### src/rtl/cla_nibble_serial_addsub_pkg.sv
// Shared definitions for the nibble-serial CLA adder/subtractor.
// Includes the slice width, the FSM state type and the nibble propagate/generate helper.
package cla_nibble_serial_addsub_pkg;

    // Width of the single carry-lookahead slice reused every RUN cycle
    localparam int NIB_W = 4;

    typedef enum logic [1:0] {
        IDLE = 2'd0,
        RUN  = 2'd1,
        DONE = 2'd2
    } state_t;

    typedef struct packed {
        logic [NIB_W-1:0] p;
        logic [NIB_W-1:0] g;
    } pg_t;

    // Per-bit propagate (a^b) and generate (a&b) for one nibble
    function automatic pg_t nib_pg(input logic [NIB_W-1:0] a, input logic [NIB_W-1:0] b);
        pg_t r;
        r.p = a ^ b;
        r.g = a & b;
        return r;
    endfunction

endpackage

### src/rtl/cla_nibble_serial_addsub_if.sv
// Operand/result valid-ready bus of the nibble-serial adder/subtractor.
// The master side is the operand producer plus the result consumer; the slave side is the block.
interface cla_nibble_serial_addsub_if #(
    parameter int WIDTH = 16
);
    logic             in_valid;
    logic             in_ready;
    logic [WIDTH-1:0] in_a;
    logic [WIDTH-1:0] in_b;
    logic             in_sub;
    logic             out_valid;
    logic             out_ready;
    logic [WIDTH-1:0] out_res;
    logic             out_cb;
    logic             out_ovf;
    logic             out_zero;

    modport master (
        output in_valid, in_a, in_b, in_sub, out_ready,
        input  in_ready, out_valid, out_res, out_cb, out_ovf, out_zero
    );

    modport slave (
        input  in_valid, in_a, in_b, in_sub, out_ready,
        output in_ready, out_valid, out_res, out_cb, out_ovf, out_zero
    );
endinterface

### src/rtl/cla_nibble_serial_addsub_cla.sv
// Combinational 4-bit carry-lookahead slice.
// Also exposes the carry into bit 3, so the caller can derive signed overflow on the top nibble.
module cla_nibble_serial_addsub_cla
    import cla_nibble_serial_addsub_pkg::*;
(
    input  logic [NIB_W-1:0] i_a,
    input  logic [NIB_W-1:0] i_b,
    input  logic             i_cin,
    output logic [NIB_W-1:0] o_sum,
    output logic             o_cout,
    output logic             o_c3
);
    pg_t              w_pg;
    logic [NIB_W-1:0] w_p;
    logic [NIB_W-1:0] w_g;
    logic [NIB_W:0]   w_c;

    assign w_pg = nib_pg(i_a, i_b);
    assign w_p  = w_pg.p;
    assign w_g  = w_pg.g;

    // All carries are expanded directly from P/G and cin, so there is no ripple inside the slice
    assign w_c[0] = i_cin;
    assign w_c[1] = w_g[0] | (w_p[0] & i_cin);
    assign w_c[2] = w_g[1] | (w_p[1] & w_g[0]) | (w_p[1] & w_p[0] & i_cin);
    assign w_c[3] = w_g[2] | (w_p[2] & w_g[1]) | (w_p[2] & w_p[1] & w_g[0])
                  | (w_p[2] & w_p[1] & w_p[0] & i_cin);
    assign w_c[4] = w_g[3] | (w_p[3] & w_g[2]) | (w_p[3] & w_p[2] & w_g[1])
                  | (w_p[3] & w_p[2] & w_p[1] & w_g[0])
                  | (w_p[3] & w_p[2] & w_p[1] & w_p[0] & i_cin);

    assign o_sum  = w_p ^ w_c[NIB_W-1:0];
    assign o_cout = w_c[NIB_W];
    assign o_c3   = w_c[NIB_W-1];

endmodule

### src/rtl/cla_nibble_serial_addsub.sv
// Multi-cycle WIDTH-bit adder/subtractor built around one 4-bit CLA slice.
// It processes one nibble per clock, LSB first, and chains the carry through a register.
// Subtraction is done as A + ~B + 1: B is inverted when the operands are accepted, and the carry is seeded with 1.
module cla_nibble_serial_addsub
    import cla_nibble_serial_addsub_pkg::*;
#(
    parameter int WIDTH = 16
)
(
    input  logic                         clk,
    input  logic                         rst,
    cla_nibble_serial_addsub_if.slave    bus
);
    localparam int NIB   = WIDTH / NIB_W;
    localparam int CNT_W = (NIB > 1) ? $clog2(NIB) : 1;
    localparam logic [CNT_W-1:0] LAST = CNT_W'(NIB - 1);

    state_t           r_state;
    logic [CNT_W-1:0] r_cnt;
    logic [WIDTH-1:0] r_a;
    logic [WIDTH-1:0] r_b;
    logic [WIDTH-1:0] r_res;
    logic             r_carry;
    logic             r_sub;
    logic             r_out_valid;
    logic [WIDTH-1:0] r_out_res;
    logic             r_out_cb;
    logic             r_out_ovf;
    logic             r_out_zero;

    logic [NIB_W-1:0] w_a_nibs [NIB];
    logic [NIB_W-1:0] w_b_nibs [NIB];
    logic [NIB_W-1:0] w_a_nib;
    logic [NIB_W-1:0] w_b_nib;
    logic [NIB_W-1:0] w_sum;
    logic             w_cout;
    logic             w_c3;
    logic [WIDTH-1:0] w_res_next;
    logic             w_in_ready;

    // Split the operands into nibbles, and merge the current slice sum into the partial result
    for (genvar gi = 0; gi < NIB; gi++) begin : g_nib
        assign w_a_nibs[gi] = r_a[gi*NIB_W +: NIB_W];
        assign w_b_nibs[gi] = r_b[gi*NIB_W +: NIB_W];
        assign w_res_next[gi*NIB_W +: NIB_W] =
            (r_cnt == CNT_W'(gi)) ? w_sum : r_res[gi*NIB_W +: NIB_W];
    end

    assign w_a_nib = w_a_nibs[r_cnt];
    assign w_b_nib = w_b_nibs[r_cnt];

    cla_nibble_serial_addsub_cla u_cla (
        .i_a    (w_a_nib),
        .i_b    (w_b_nib),
        .i_cin  (r_carry),
        .o_sum  (w_sum),
        .o_cout (w_cout),
        .o_c3   (w_c3)
    );

    // Forced low while rst is asserted, so a producer never sees ready during reset
    assign w_in_ready = (r_state == IDLE) && !rst;

    assign bus.in_ready  = w_in_ready;
    assign bus.out_valid = r_out_valid;
    assign bus.out_res   = r_out_res;
    assign bus.out_cb    = r_out_cb;
    assign bus.out_ovf   = r_out_ovf;
    assign bus.out_zero  = r_out_zero;

    // Control FSM and datapath registers; outputs change only on reset or on DONE entry/exit
    always_ff @(posedge clk) begin
        if (rst) begin
            r_state     <= IDLE;
            r_cnt       <= '0;
            r_a         <= '0;
            r_b         <= '0;
            r_res       <= '0;
            r_carry     <= 1'b0;
            r_sub       <= 1'b0;
            r_out_valid <= 1'b0;
            r_out_res   <= '0;
            r_out_cb    <= 1'b0;
            r_out_ovf   <= 1'b0;
            r_out_zero  <= 1'b0;
        end else begin
            case (r_state)
                IDLE: begin
                    // in_ready is implicitly high here, because rst is low and the state is IDLE
                    if (bus.in_valid) begin
                        r_a     <= bus.in_a;
                        r_b     <= bus.in_sub ? ~bus.in_b : bus.in_b;
                        r_carry <= bus.in_sub;
                        r_sub   <= bus.in_sub;
                        r_cnt   <= '0;
                        r_state <= RUN;
                    end
                end
                RUN: begin
                    r_res   <= w_res_next;
                    r_carry <= w_cout;
                    if (r_cnt == LAST) begin
                        // On the top nibble, the slice carries give the unsigned carry/borrow and signed overflow
                        r_out_res   <= w_res_next;
                        r_out_cb    <= w_cout ^ r_sub;
                        r_out_ovf   <= w_c3 ^ w_cout;
                        r_out_zero  <= (w_res_next == '0);
                        r_out_valid <= 1'b1;
                        r_state     <= DONE;
                    end else begin
                        r_cnt <= r_cnt + 1'b1;
                    end
                end
                DONE: begin
                    if (bus.out_ready) begin
                        r_out_valid <= 1'b0;
                        r_state     <= IDLE;
                    end
                end
                default: begin
                    r_state <= IDLE;
                end
            endcase
        end
    end

endmodule

### src/flat_wrapper.sv
// flat-port wrapper written by rule: the top's interface ports become plain ports
module cla_nibble_serial_addsub_flat import cla_nibble_serial_addsub_pkg::*;
#(
    parameter int WIDTH = 16
)
  (clk, rst, bus_in_valid, bus_in_a, bus_in_b, bus_in_sub, bus_out_ready, bus_in_ready, bus_out_valid, bus_out_res, bus_out_cb, bus_out_ovf, bus_out_zero);
  cla_nibble_serial_addsub_if #(.WIDTH(WIDTH)) bus_i ();
  input  logic clk;
  input  logic rst;
  input wire logic [$bits(bus_i.in_valid)-1:0] bus_in_valid;
  input wire logic [$bits(bus_i.in_a)-1:0] bus_in_a;
  input wire logic [$bits(bus_i.in_b)-1:0] bus_in_b;
  input wire logic [$bits(bus_i.in_sub)-1:0] bus_in_sub;
  input wire logic [$bits(bus_i.out_ready)-1:0] bus_out_ready;
  output wire logic [$bits(bus_i.in_ready)-1:0] bus_in_ready;
  output wire logic [$bits(bus_i.out_valid)-1:0] bus_out_valid;
  output wire logic [$bits(bus_i.out_res)-1:0] bus_out_res;
  output wire logic [$bits(bus_i.out_cb)-1:0] bus_out_cb;
  output wire logic [$bits(bus_i.out_ovf)-1:0] bus_out_ovf;
  output wire logic [$bits(bus_i.out_zero)-1:0] bus_out_zero;
  assign bus_i.in_valid = bus_in_valid;
  assign bus_i.in_a = bus_in_a;
  assign bus_i.in_b = bus_in_b;
  assign bus_i.in_sub = bus_in_sub;
  assign bus_i.out_ready = bus_out_ready;
  assign bus_in_ready = bus_i.in_ready;
  assign bus_out_valid = bus_i.out_valid;
  assign bus_out_res = bus_i.out_res;
  assign bus_out_cb = bus_i.out_cb;
  assign bus_out_ovf = bus_i.out_ovf;
  assign bus_out_zero = bus_i.out_zero;
  cla_nibble_serial_addsub #(.WIDTH(WIDTH)) u_core (.clk(clk), .rst(rst), .bus(bus_i));
endmodule
### config.mk
export PLATFORM = sky130hd
export DESIGN_NAME = cla_nibble_serial_addsub_flat
export DESIGN_NICKNAME = d
export VERILOG_FILES = /design/src/rtl/cla_nibble_serial_addsub_pkg.sv /design/src/rtl/cla_nibble_serial_addsub_if.sv /design/src/rtl/cla_nibble_serial_addsub_cla.sv /design/src/rtl/cla_nibble_serial_addsub.sv /design/src/flat_wrapper.sv
export SDC_FILE = /design/constraint.sdc
export NUM_CORES = 1
export LEC_CHECK = 0
export BUFFER_PORTS_ARGS = -buffer_cell sky130_fd_sc_hd__buf_2
export CORE_MARGIN = 5
export CORE_UTILIZATION = 56
export DETAILED_ROUTE_END_ITERATION = 8
export PLACE_DENSITY = 0.8
export SKIP_CTS_REPAIR_TIMING = 1
export SYNTH_ARGS = -nofsm -noshare
export SYNTH_HDL_FRONTEND = slang
export SYNTH_HIERARCHICAL = 1
export SYNTH_SLANG_ARGS = --single-unit
### constraint.sdc
create_clock -name clk -period 7 [get_ports clk]
set_clock_uncertainty 0.05 [all_clocks]
set_input_delay 0.35 -clock clk [delete_from_list [all_inputs] [get_ports clk]]
set_output_delay 0.35 -clock clk [all_outputs]
set_load 0.01 [all_outputs]
==> flow_summary.json, run 1 <==
{
  "syn_area_sq_um": 3276,
  "wl_per_cell_um": 14.08,
  "grt_max_degree": 73,
  "cp_slowest_cell": "dfxtp_1",
  "antenna_found_initial": 0,
  "design_power_total_uw": 831.8,
  "p_sw_share_pct": 27.77,
  "fin_crit_ps": 3448,
  "chipWidth_um": 86.48,
  "clk_latency_ps": 340,
  "cts_buffer_depth": 2,
  "synth.area.top_cells": "dfxtp_1 (43%), mux2i_1 (7.3%), a211oi_1 (6.9%)",
  "place_congestion": 0.7691,
  "synth_seq_cells": 70,
  "pwr-share-clk_pct": 30.8,
  "tns_ps": 0,
  "final_cell_mix": "dfxtp_1 (70), buf_2 (57), nor2_1 (49)",
  "grt_pass1_wl_um": 11230,
  "p_switching_uw": 231.0,
  "drive_above_1_share_pct": 21.37,
  "startpoint": "u_core/r_cnt[0]$_SDFFE_PP0P_",
  "worstRegToRegCells": 8,
  "yosys.area.top_type": "dfxtp_1",
  "ys_types": 37,
  "firstDrtPassIters": 5,
  "ir_worst_vdd_mv": 0.1721,
  "drt_iter0_drc": 151,
  "critPathKind": "register to register",
  "synth_edf_count": 0,
  "r2r_setup_slack_ps": 3550,
  "nets": 437,
  "ios": 58,
  "yosys_warnings": 6,
  "viasPerCell": 5.445,
  "antennaDiodeCount": 0,
  "hold_path_depth": 3,
  "grt_pass1_vias": 2477,
  "end_kind": "register",
  "initial_core_util_pct": 58.41,
  "cpPeakStageDelay_ps": 720,
  "syn_area_per_cell_sq_um": 9.279,
  "path_buf_inv": 0,
  "hp-start": "bus_in_a[7]",
  "synth_fp_nets": 399,
  "yosysTopAreaCellShare_pct": 42.78,
  "cp_top_family": "compound AO/OA/AOI/OAI gates",
  "clockRootBuffer": "clkbuf_8",
  "cp.arrival_ps": 3630,
  "dp_hpwl_um": 4581,
  "cap_violations": 0,
  "nFillCells": 512,
  "ys_seq_area_share_pct": 42.78,
  "internal_power_uw": 600.7,
  "holdPathEnd": "u_core/r_a[7]$_SDFFE_PP0P_",
  "grt.total_usage_pct": 18.92,
  "clock_sinks": 70,
  "async_flop_share_pct": 0,
  "reg2reg_to": "u_core/bus.out_zero$_SDFFE_PP0P_",
  "vias": 2532,
  "drc_errors": 0,
  "core-area_sq_um": 5608,
  "die_h_um": 86.48,
  "pwr-share-seq_pct": 52.2,
  "clk_pin_slew_ps": 70,
  "tightest_slew_ps": 1127,
  "wl_um": 6546,
  "startpoint_type": "register",
  "slew_violations": 0,
  "syn_to_final_growth_pct": 11.88,
  "fp-row-count": 27,
  "worstReg2RegStart": "u_core/r_cnt[0]$_SDFFE_PP0P_",
  "cp_data_required_time_ps": 7180,
  "hold_viol": 0,
  "status": "completed",
  "htree_levels": 3,
  "fmax_mhz": 290.0,
  "final_area_sq_um": 3665,
  "rsz0062_at_grt": "no",
  "period_share_pct": 49.26,
  "powerDensity_nw_per_um2": 227.0,
  "synthFlopType": "dfxtp_1",
  "leakage_nw": 1.533,
  "worstSetupPathDepth": 8,
  "io_buffers": 57,
  "combPwrFrac_pct": 17.1,
  "cts_made_buffers": 9,
  "min-delay-path-class": "input port to register",
  "final_common_cell": "dfxtp_1",
  "setup_violations": 0,
  "drt.antenna.violating_nets": 0,
  "relSlewSlack_pct": 24.90,
  "cts_tree": "done",
  "dieArea_sq_um": 7479,
  "grt-ovfl-total": 0,
  "cp_cell_sequence": "mux4_2, ha_1, a211oi_2, o21bai_2, xor2_1, nor3b_1, o22a_1, a31o_1",
  "crit_fanout": 12,
  "synthCells": 353,
  "placed_area_sq_um": 3522
}
==> power groups by stage <==
stage	Clock, mW	Combinational, mW	Sequential (mW)
2_1_floorplan	0	0.116	0.435
3_3_place_gp	0	0.135	0.442
3_5_place_dp	0	0.140	0.443
4_1_cts	0.265	0.142	0.434
5_1_grt	0.280	0.158	0.437
6_report	0.256	0.142	0.434
==> worst register-to-register path, stage by stage, from the launching register on <==
cell and delay [ps]:
dfxtp_1 720, mux4_2 630, ha_1 330, a211oi_2 290, o21bai_2 150, xor2_1 620, nor3b_1 100, o22a_1 240
a31o_1 200
==> cell type report <==
type / instances / area, sq um / area share [%]
clock buffers: 10 / 127.6 / 3.482
clock inverters: 3 / 15.01 / 0.4097
flip-flops and latches: 70 / 1401 / 38.24
multi-input cells: 249 / 1723 / 47.01
inverters: 2 / 7.507 / 0.2048
repair buffers: 59 / 300.3 / 8.194
well taps: 72 / 90.09 / 2.458
==> synthesized netlist by cell type (2+ instances only) <==
cell type	n
mux2i_1	24
nor2_1	49
a211oi_1	30
mux4_2	8
a21oi_1	26
dfxtp_1	70
nand3b_1	4
xor2_1	3
nand2_1	45
xnor2_1	18
buf_1	3
inv_1	2
buf_4	2
ha_1	8
or3b_1	3
nand2b_1	2
clkbuf_1	14
or3b_2	2
buf_2	12
nor3b_1	4
o21ai_0	2
or3_1	3
nor3_1	4
nand3_1	2
==> metrics by stage <==
step	worst slack (ps)	hold slack, ps	instances	utilization, %
2_1_floorplan	3930	383.1	353	-
3_3_place_gp	3717	392.1	452	62.81
3_5_place_dp	3540	394.6	452	62.81
4_1_cts	3533	176.6	465	65.35
5_1_grt	3243	183.1	465	65.35
6_report	3552	195.1	465	65.35
==> layer usage <==
layer | GRT usage (%) | up-vias | part of all wire (%)
li1 | - | 1306 | -
met1 | 23.38 | 1142 | 44
met2 | 31.57 | 73 | 49
met3 | 4.848 | 11 | 5.8
met4 | 7.365 | 0 | 1.9
met5 | 0 | - | 0
==> worst max path at each step <==
| stage | end |
|---|---|
| after floorplan | u_core/bus.out_zero$_SDFFE_PP0P_ |
| after global placement | u_core/bus.out_zero$_SDFFE_PP0P_ |
| after detailed placement | u_core/bus.out_zero$_SDFFE_PP0P_ |
| after CTS | u_core/bus.out_zero$_SDFFE_PP0P_ |
| after global routing | u_core/bus.out_zero$_SDFFE_PP0P_ |
| final | u_core/bus.out_zero$_SDFFE_PP0P_ |
==> sequential cells by signal (all words and copies together), names as in the netlist <==
signal and flops:
u_core/r_a 16, u_core/bus.out_zero 1, u_core/r_cnt 2, u_core/r_carry 1
u_core/bus.out_valid 1, u_core/bus.out_ovf 1, u_core/r_res 12, u_core/r_state 2
u_core/r_b 16, u_core/bus.out_cb 1, u_core/bus.out_res 16, u_core/r_sub 1
==> cells by family after synthesis <==
group                      share of synthesized area (%)
xor gates and xnor gates                           5.615
AOI/OAI and AO/OA                                  13.83
buffers and inverters                              4.813
adders and majority gates                          3.667
muxes                                              12.83
DFF                                                42.78
and+or+nand+nor                                    16.46
Note: power is estimated with default switching activity, not from simulation.
==> run 2: changes to the inputs <==
--- a/config.mk
+++ b/config.mk
@@ -5,6 +5,7 @@
 export SDC_FILE = /design/constraint.sdc
 export NUM_CORES = 1
 export LEC_CHECK = 0
+export ABC_AREA = 1
 export BUFFER_PORTS_ARGS = -buffer_cell sky130_fd_sc_hd__buf_2
 export CORE_MARGIN = 5
 export CORE_UTILIZATION = 56
==> constraint.sdc (replaced) <==
create_clock -name clk -period 3.26 [get_ports clk]
set_clock_uncertainty 0.05 [all_clocks]
set_input_delay 0.163 -clock clk [delete_from_list [all_inputs] [get_ports clk]]
set_output_delay 0.163 -clock clk [all_outputs]
set_load 0.01 [all_outputs]
==> run 2 against run 1 <==
Effect of this change:
- largest power group unchanged
- sequential power is 130% higher
- global-route usage rose by 1.3 points
- worst hold slack worse by 170 ps
- worst setup slack got worse by 3100 ps
- register-to-register slack got worse by 3100 ps
- largest cell class unchanged
- combinational power increased to 3.0 times the previous value
- clock power rose by 140%
- power is 140% higher
- via count up 19%
- synthesized cell count up 25%
- count of clock-buffer cells in the layout increased by 1
==> flow_summary.json, run 2 <==
{
  "critPathKind": "register to register",
  "place_congestion": 0.9447,
  "cp_cell_sequence": "inv_1, o21ai_0, o22ai_1, ha_1, or2_0, nand2_2, nand2_2, nand2_2, nand2_2, inv_1, nand2_1, o21ai_0, nand2_1, nor2_1, nand3_1, a21oi_1",
  "slew_violations": 0,
  "wl_um": 7410,
  "initial_core_util_pct": 57.29,
  "grt_pass1_vias": 2840,
  "vias": 3016,
  "nets": 532,
  "clockRootBuffer": "clkbuf_8",
  "fin_hold_ws_ps": 24.14,
  "synthCells": 441,
  "grt_use_met2_pct": 34.18,
  "async_flop_share_pct": 0,
  "chipWidth_um": 87.83,
  "synth_top_cells_by_count": "nor2_1 (78), dfxtp_1 (73), o21ai_0 (58)",
  "htree_levels": 3,
  "io_buffers": 57,
  "hp-start": "bus_in_a[2]",
  "fmax_mhz": 360.1,
  "setup_violations": 0,
  "synthFlopType": "dfxtp_1",
  "synth_fp_nets": 487,
  "syn_area_sq_um": 3392,
  "grt_use_met3_pct": 3.293,
  "synth_edf_count": 0,
  "worstReg2RegStart": "u_core/r_cnt[1]$_SDFFE_PP0P_",
  "clk_latency_ps": 330,
  "clk_pin_slew_ps": 70,
  "cts_tree": "done",
  "drc_errors": 0,
  "cts_made_buffers": 9,
  "nFillCells": 551,
  "final_cell_mix": "nor2_1 (78), dfxtp_1 (73), o21ai_0 (58)",
  "grt-busiest-layer": "met2",
  "cts_buffer_depth": 2,
  "synth_seq_cells": 73,
  "status": "completed",
  "syn_to_final_growth_pct": 12.39,
  "ys_seq_area_share_pct": 43.08,
  "cp.arrival_ps": 2980,
  "ys_types": 33,
  "yosys_warnings": 6,
  "cp_data_required_time_ps": 3460,
  "relSlewSlack_pct": 42.08,
  "rsz0062_at_grt": "no",
  "hold_viol": 0,
  "drt_iter0_drc": 179,
  "period_share_pct": 85.18,
  "grt.total_usage_pct": 20.21,
  "grt_pass1_wl_um": 12590,
  "synth.area.top_cells": "dfxtp_1 (43%), nor2_1 (8.6%), o21ai_0 (8.6%)",
  "dieArea_sq_um": 7713,
  "critPathMostFrequentCell": "nand2_2",
  "powerDensity_nw_per_um2": 531.0,
  "drt.antenna.violating_nets": 0,
  "tightest_slew_ps": 867.8,
  "cp_slowest_cell": "dfxtp_1",
  "clock_sinks": 73,
  "syn_area_per_cell_sq_um": 7.692,
  "cpPeakStageDelay_ps": 520,
  "fin_crit_ps": 2777,
  "ios": 58,
  "min-delay-path-class": "input port to register",
  "use_met1_pct": 25.59,
  "yosys.area.top_type": "dfxtp_1",
  "tns_ps": 0,
  "wl_per_cell_um": 13.14,
  "synth_most_common_cell": "nor2_1",
  "grt_max_degree": 51,
  "startpoint": "u_core/r_cnt[1]$_SDFFE_PP0P_",
  "final_common_cell": "nor2_1",
  "crit_fanout": 12,
  "design_power_total_mw": 2.024,
  "viasPerCell": 5.348,
  "die_h_um": 87.83,
  "drive_above_1_share_pct": 18.20,
  "ir_worst_vdd_mv": 0.2852,
  "core-area_sq_um": 5921,
  "dp_hpwl_um": 5378,
  "antenna_found_initial": 0,
  "cap_violations": 0,
  "fp-row-count": 28,
  "layout.area.seq_sq_um": 1461,
  "grt-ovfl-total": 0,
  "yosysTopAreaCellShare_pct": 43.08,
  "multi_input_area_sq_um": 1665,
  "startpoint_type": "register",
  "cp_top_family": "simple AND/OR/NAND/NOR gates",
  "leakage_nw": 1.673,
  "antennaDiodeCount": 0,
  "firstDrtPassIters": 5,
  "end_kind": "register",
  "path_buf_inv": 2
}
## run 2: changes by cell type after synthesis, moves of 6 or more
cell	delta
nor2_1	+29
a211oi_1	-14
nand3_1	+6
mux4_2	-8
o21a_1	+7
a21oi_1	+7
clkbuf_1	-7
nand2_1	+10
mux2i_1	-24
inv_1	+24
o21ai_0	+56
o22ai_1	+8
## run 2: report_power, final
group          switching [mW]  internal (mW)  total [mW]
clock network           0.304          0.307       0.611
logic                   0.276          0.157       0.433
registers              0.0333          0.948       0.981
total                   0.613           1.41        2.02
## run 2: cell type report
type / count / share of cell area, %
inverters: 30 / 3.019
flip-flops and latches: 73 / 38.33
well taps: 75 / 2.461
repair buffers: 60 / 8.074
clock buffers: 11 / 3.971
clock inverters: 3 / 0.4595
multi-input cells: 312 / 43.68
## run 2: worst paths after layout
| check | depth (start not counted) | to | slack [ps] |
|---|---|---|---|
| max | 16 | u_core/bus.out_zero$_SDFFE_PP0P_ | 480 |
| min | 3 | u_core/r_a[2]$_SDFFE_PP0P_ | 20 |
| max reg2reg | 16 | u_core/bus.out_zero$_SDFFE_PP0P_ | 480 |
| min reg2reg | 2 | u_core/bus.out_res[13]$_SDFFE_PP0P_ | 390 |
## run 2: per-layer routing
| layer | part of all wire [%] | up-vias |
|---|---|---|
| met1 | 44 | 1330 |
| met5 | 0 | - |
| met2 | 48 | 112 |
| li1 | - | 1558 |
| met3 | 5.9 | 16 |
| met4 | 2.1 | 0 |
## run 2: worst reg2reg max path, delay by kind of cell, from the launching register on
kind,cells,cell delay (ps)
buffers and inverters,2,310
adders and majority gates,1,360
AOI/OAI and AO/OA,4,580
and+or+nand+nor,9,880
DFF,1,520
## run 2: stage by stage
| stage | util, % | setup WS [ps] | cell area [sq um] | instances |
|---|---|---|---|---|
| finish | 64.39 | 483.3 | 3812 | 564 |
| floorplan | - | 806.3 | 3392 | 441 |
| CTS | 64.39 | 540.0 | 3812 | 564 |
| global placement | 61.54 | 659.6 | 3643 | 550 |
| detailed placement | 61.54 | 556.1 | 3643 | 550 |
| global route | 64.39 | 211.4 | 3812 | 564 |
## run 2: cell families after synthesis
kind of cell    Yosys count  synth area share, %
flops                    73                43.08
fa+ha+maj                 9                3.541
xor+xnor                 19                4.906
compound gates          130                21.62
simple gates            154                19.03
buf+inv                  56                7.820
==> run 3: changes to the inputs <==
--- a/config.mk
+++ b/config.mk
@@ -6,11 +6,12 @@
 export NUM_CORES = 1
 export LEC_CHECK = 0
 export ABC_AREA = 1
-export BUFFER_PORTS_ARGS = -buffer_cell sky130_fd_sc_hd__buf_2
+export CORE_ASPECT_RATIO = 1.5
 export CORE_MARGIN = 5
 export CORE_UTILIZATION = 56
 export DETAILED_ROUTE_END_ITERATION = 8
-export PLACE_DENSITY = 0.8
+export DONT_BUFFER_PORTS = 1
+export PLACE_DENSITY = 0.71
 export SKIP_CTS_REPAIR_TIMING = 1
 export SYNTH_ARGS = -nofsm -noshare
 export SYNTH_HDL_FRONTEND = slang
==> run 3 against run 2 <==
Effect of this change:
- the run now ends with hold timing left
- non-clock buffer count decreased by 26
- critical path depth unchanged
- combinational power increased by 3%
- worst setup slack lost 24 ps
- first-iteration DRC count grew 8.9%
- clock power grew 40%
- routed wire length grew 5.9%
- maximum frequency fell by 0.87%
- worst hold slack got worse by 60 ps
- design area up 2.9%
- via count down 2.8%
- flip-flop and latch count is the same
- critical path type unchanged
- largest power group unchanged
- highest routed layer unchanged
==> flow_summary.json, run 3 (same netlist as run 2, synthesis figures left out) <==
{
  "setup_violations": 0,
  "viasPerCell": 5.462,
  "grt.total_usage_pct": 19.83,
  "period_share_pct": 85.92,
  "cts_buffer_depth": 2,
  "ir_worst_vdd_mv": 0.4642,
  "leakage_nw": 1.589,
  "cts_made_buffers": 9,
  "cap_violations": 0,
  "grt_max_degree": 51,
  "cts_tree": "done",
  "startpoint_type": "register",
  "ios": 58,
  "io_buffers": 0,
  "tightest_slew_ps": 898.4,
  "syn_to_final_growth_pct": 15.64,
  "cp_data_required_time_ps": 3490,
  "violations": "hold timing",
  "hold_viol": 2,
  "relSlewSlack_pct": 40.04,
  "end_kind": "register",
  "slew_violations": 0,
  "multi_input_area_sq_um": 1665,
  "final_common_cell": "nor2_1",
  "clock_sinks": 73,
  "final_area_sq_um": 3923,
  "firstDrtPassIters": 5,
  "dp_hpwl_um": 5281,
  "cp_slowest_cell": "dfxtp_1",
  "antennaDiodeCount": 0,
  "critPathMostFrequentCell": "nand2_2",
  "chipWidth_um": 73.55,
  "wl_per_cell_um": 14.61,
  "grt-ovfl-total": 0,
  "grt_pass1_wl_um": 12120,
  "layout.area.seq_sq_um": 1461,
  "crit_fanout": 12,
  "fp-row-count": 34,
  "cp_cell_sequence": "inv_1, o21ai_0, o22ai_1, ha_1, or2_0, nand2_2, nand2_2, nand2_2, nand2_2, inv_1, nand2_1, o21ai_0, nand2_1, nor2_1, nand3_1, a21oi_1",
  "final_cell_mix": "nor2_1 (78), dfxtp_1 (73), o21ai_0 (58)",
  "powerDensity_nw_per_um2": 581.5,
  "htree_levels": 3,
  "grt_pass1_vias": 2712,
  "nFillCells": 521,
  "vias": 2933,
  "path_buf_inv": 2,
  "status": "finished with violations",
  "placed_area_sq_um": 3339,
  "cpPeakStageDelay_ps": 540,
  "die_h_um": 105.3,
  "antenna_found_initial": 0,
  "fin_hold_ws_ps": -35.37,
  "critPathKind": "register to register",
  "core-area_sq_um": 5871,
  "fmax_mhz": 357.0,
  "drt.antenna.violating_nets": 0,
  "rsz0062_at_grt": "no",
  "drt_iter0_drc": 195,
  "dieArea_sq_um": 7746,
  "clockRootBuffer": "clkbuf_8",
  "clk_latency_ps": 350,
  "tns_ps": 0,
  "cp.arrival_ps": 3030,
  "wl_um": 7847,
  "min-delay-path-class": "input port to register",
  "cp_top_family": "simple AND/OR/NAND/NOR gates",
  "initial_core_util_pct": 57.78,
  "drc_errors": 0,
  "place_congestion": 0.8922,
  "drive_above_1_share_pct": 7.097,
  "clk_pin_slew_ps": 70,
  "nets": 506,
  "fin_crit_ps": 2801
}
==> run 3: cell count changes in the layout (fill, tap and decap cells not counted), moves of 2 or more <==
cell,delta
bufinv_16,+3
buf_2,-57
dlygate4sd3_1,+32
buf_4,-2
==> run 3: per-layer routing <==
layer / global-route usage (%) / vias up / part of all wire, %
met5: 0 / - / 0
met4: 8.808 / 0 / 2.1
met3: 6.190 / 15 / 4.5
met2: 34.77 / 67 / 56
met1: 21.10 / 1346 / 38
li1: - / 1505 / -
==> run 3: layout make-up <==
class                           instances  area share [%]
Tap cell                               72           2.297
Timing Repair Buffer                   34           8.868
Multi-Input combinational cell        312           42.46
Inverter                               30           2.935
Clock inverter                          6           2.679
Sequential cell                        73           37.26
Clock buffer                           10           3.509
==> run 3: path summary, 6_finish.rpt <==
| path | from | to | slack [ps] | cells past startpoint |
|---|---|---|---|---|
| min reg2reg | u_core/r_res[13]$_SDFFE_PP0P_ | u_core/r_res[13]$_SDFFE_PP0P_ | 400 | 2 |
| min | bus_in_a[14] | u_core/r_a[14]$_SDFFE_PP0P_ | -40 | 2 |
| max reg2reg | u_core/r_cnt[1]$_SDFFE_PP0P_ | u_core/bus.out_zero$_SDFFE_PP0P_ | 460 | 16 |
| max | u_core/r_cnt[1]$_SDFFE_PP0P_ | u_core/bus.out_zero$_SDFFE_PP0P_ | 460 | 16 |
==> run 3: stage by stage <==
step           setup WS (ps)  instances  hold slack (ps)  total power, mW  utilization [%]
6_report               459.0        537           -35.37            2.281            66.82
5_1_grt                254.8        537            1.441            2.399            66.82
4_1_cts                497.1        504           -198.1            2.250            61.02
3_5_place_dp           531.7        488            187.5            1.398            56.88
3_3_place_gp           654.6        488            189.0            1.389            56.88
2_1_floorplan          806.3        441            276.9            1.331                -
==> run 3: where the power goes <==
group          total [mW]  internal [mW]  switching (mW)
sequential          0.981          0.947          0.0338
combinational       0.447          0.169           0.278
clock               0.853          0.525           0.328
==> run 3: worst reg2reg max path: stages, from the launching register on <==
cell and delay (ps):
dfxtp_1 540, inv_1 240, o21ai_0 140, o22ai_1 120
ha_1 370, or2_0 230, nand2_2 80, nand2_2 70
nand2_2 60, nand2_2 80, inv_1 90, nand2_1 50
o21ai_0 170, nand2_1 110, nor2_1 130, nand3_1 90
a21oi_1 120
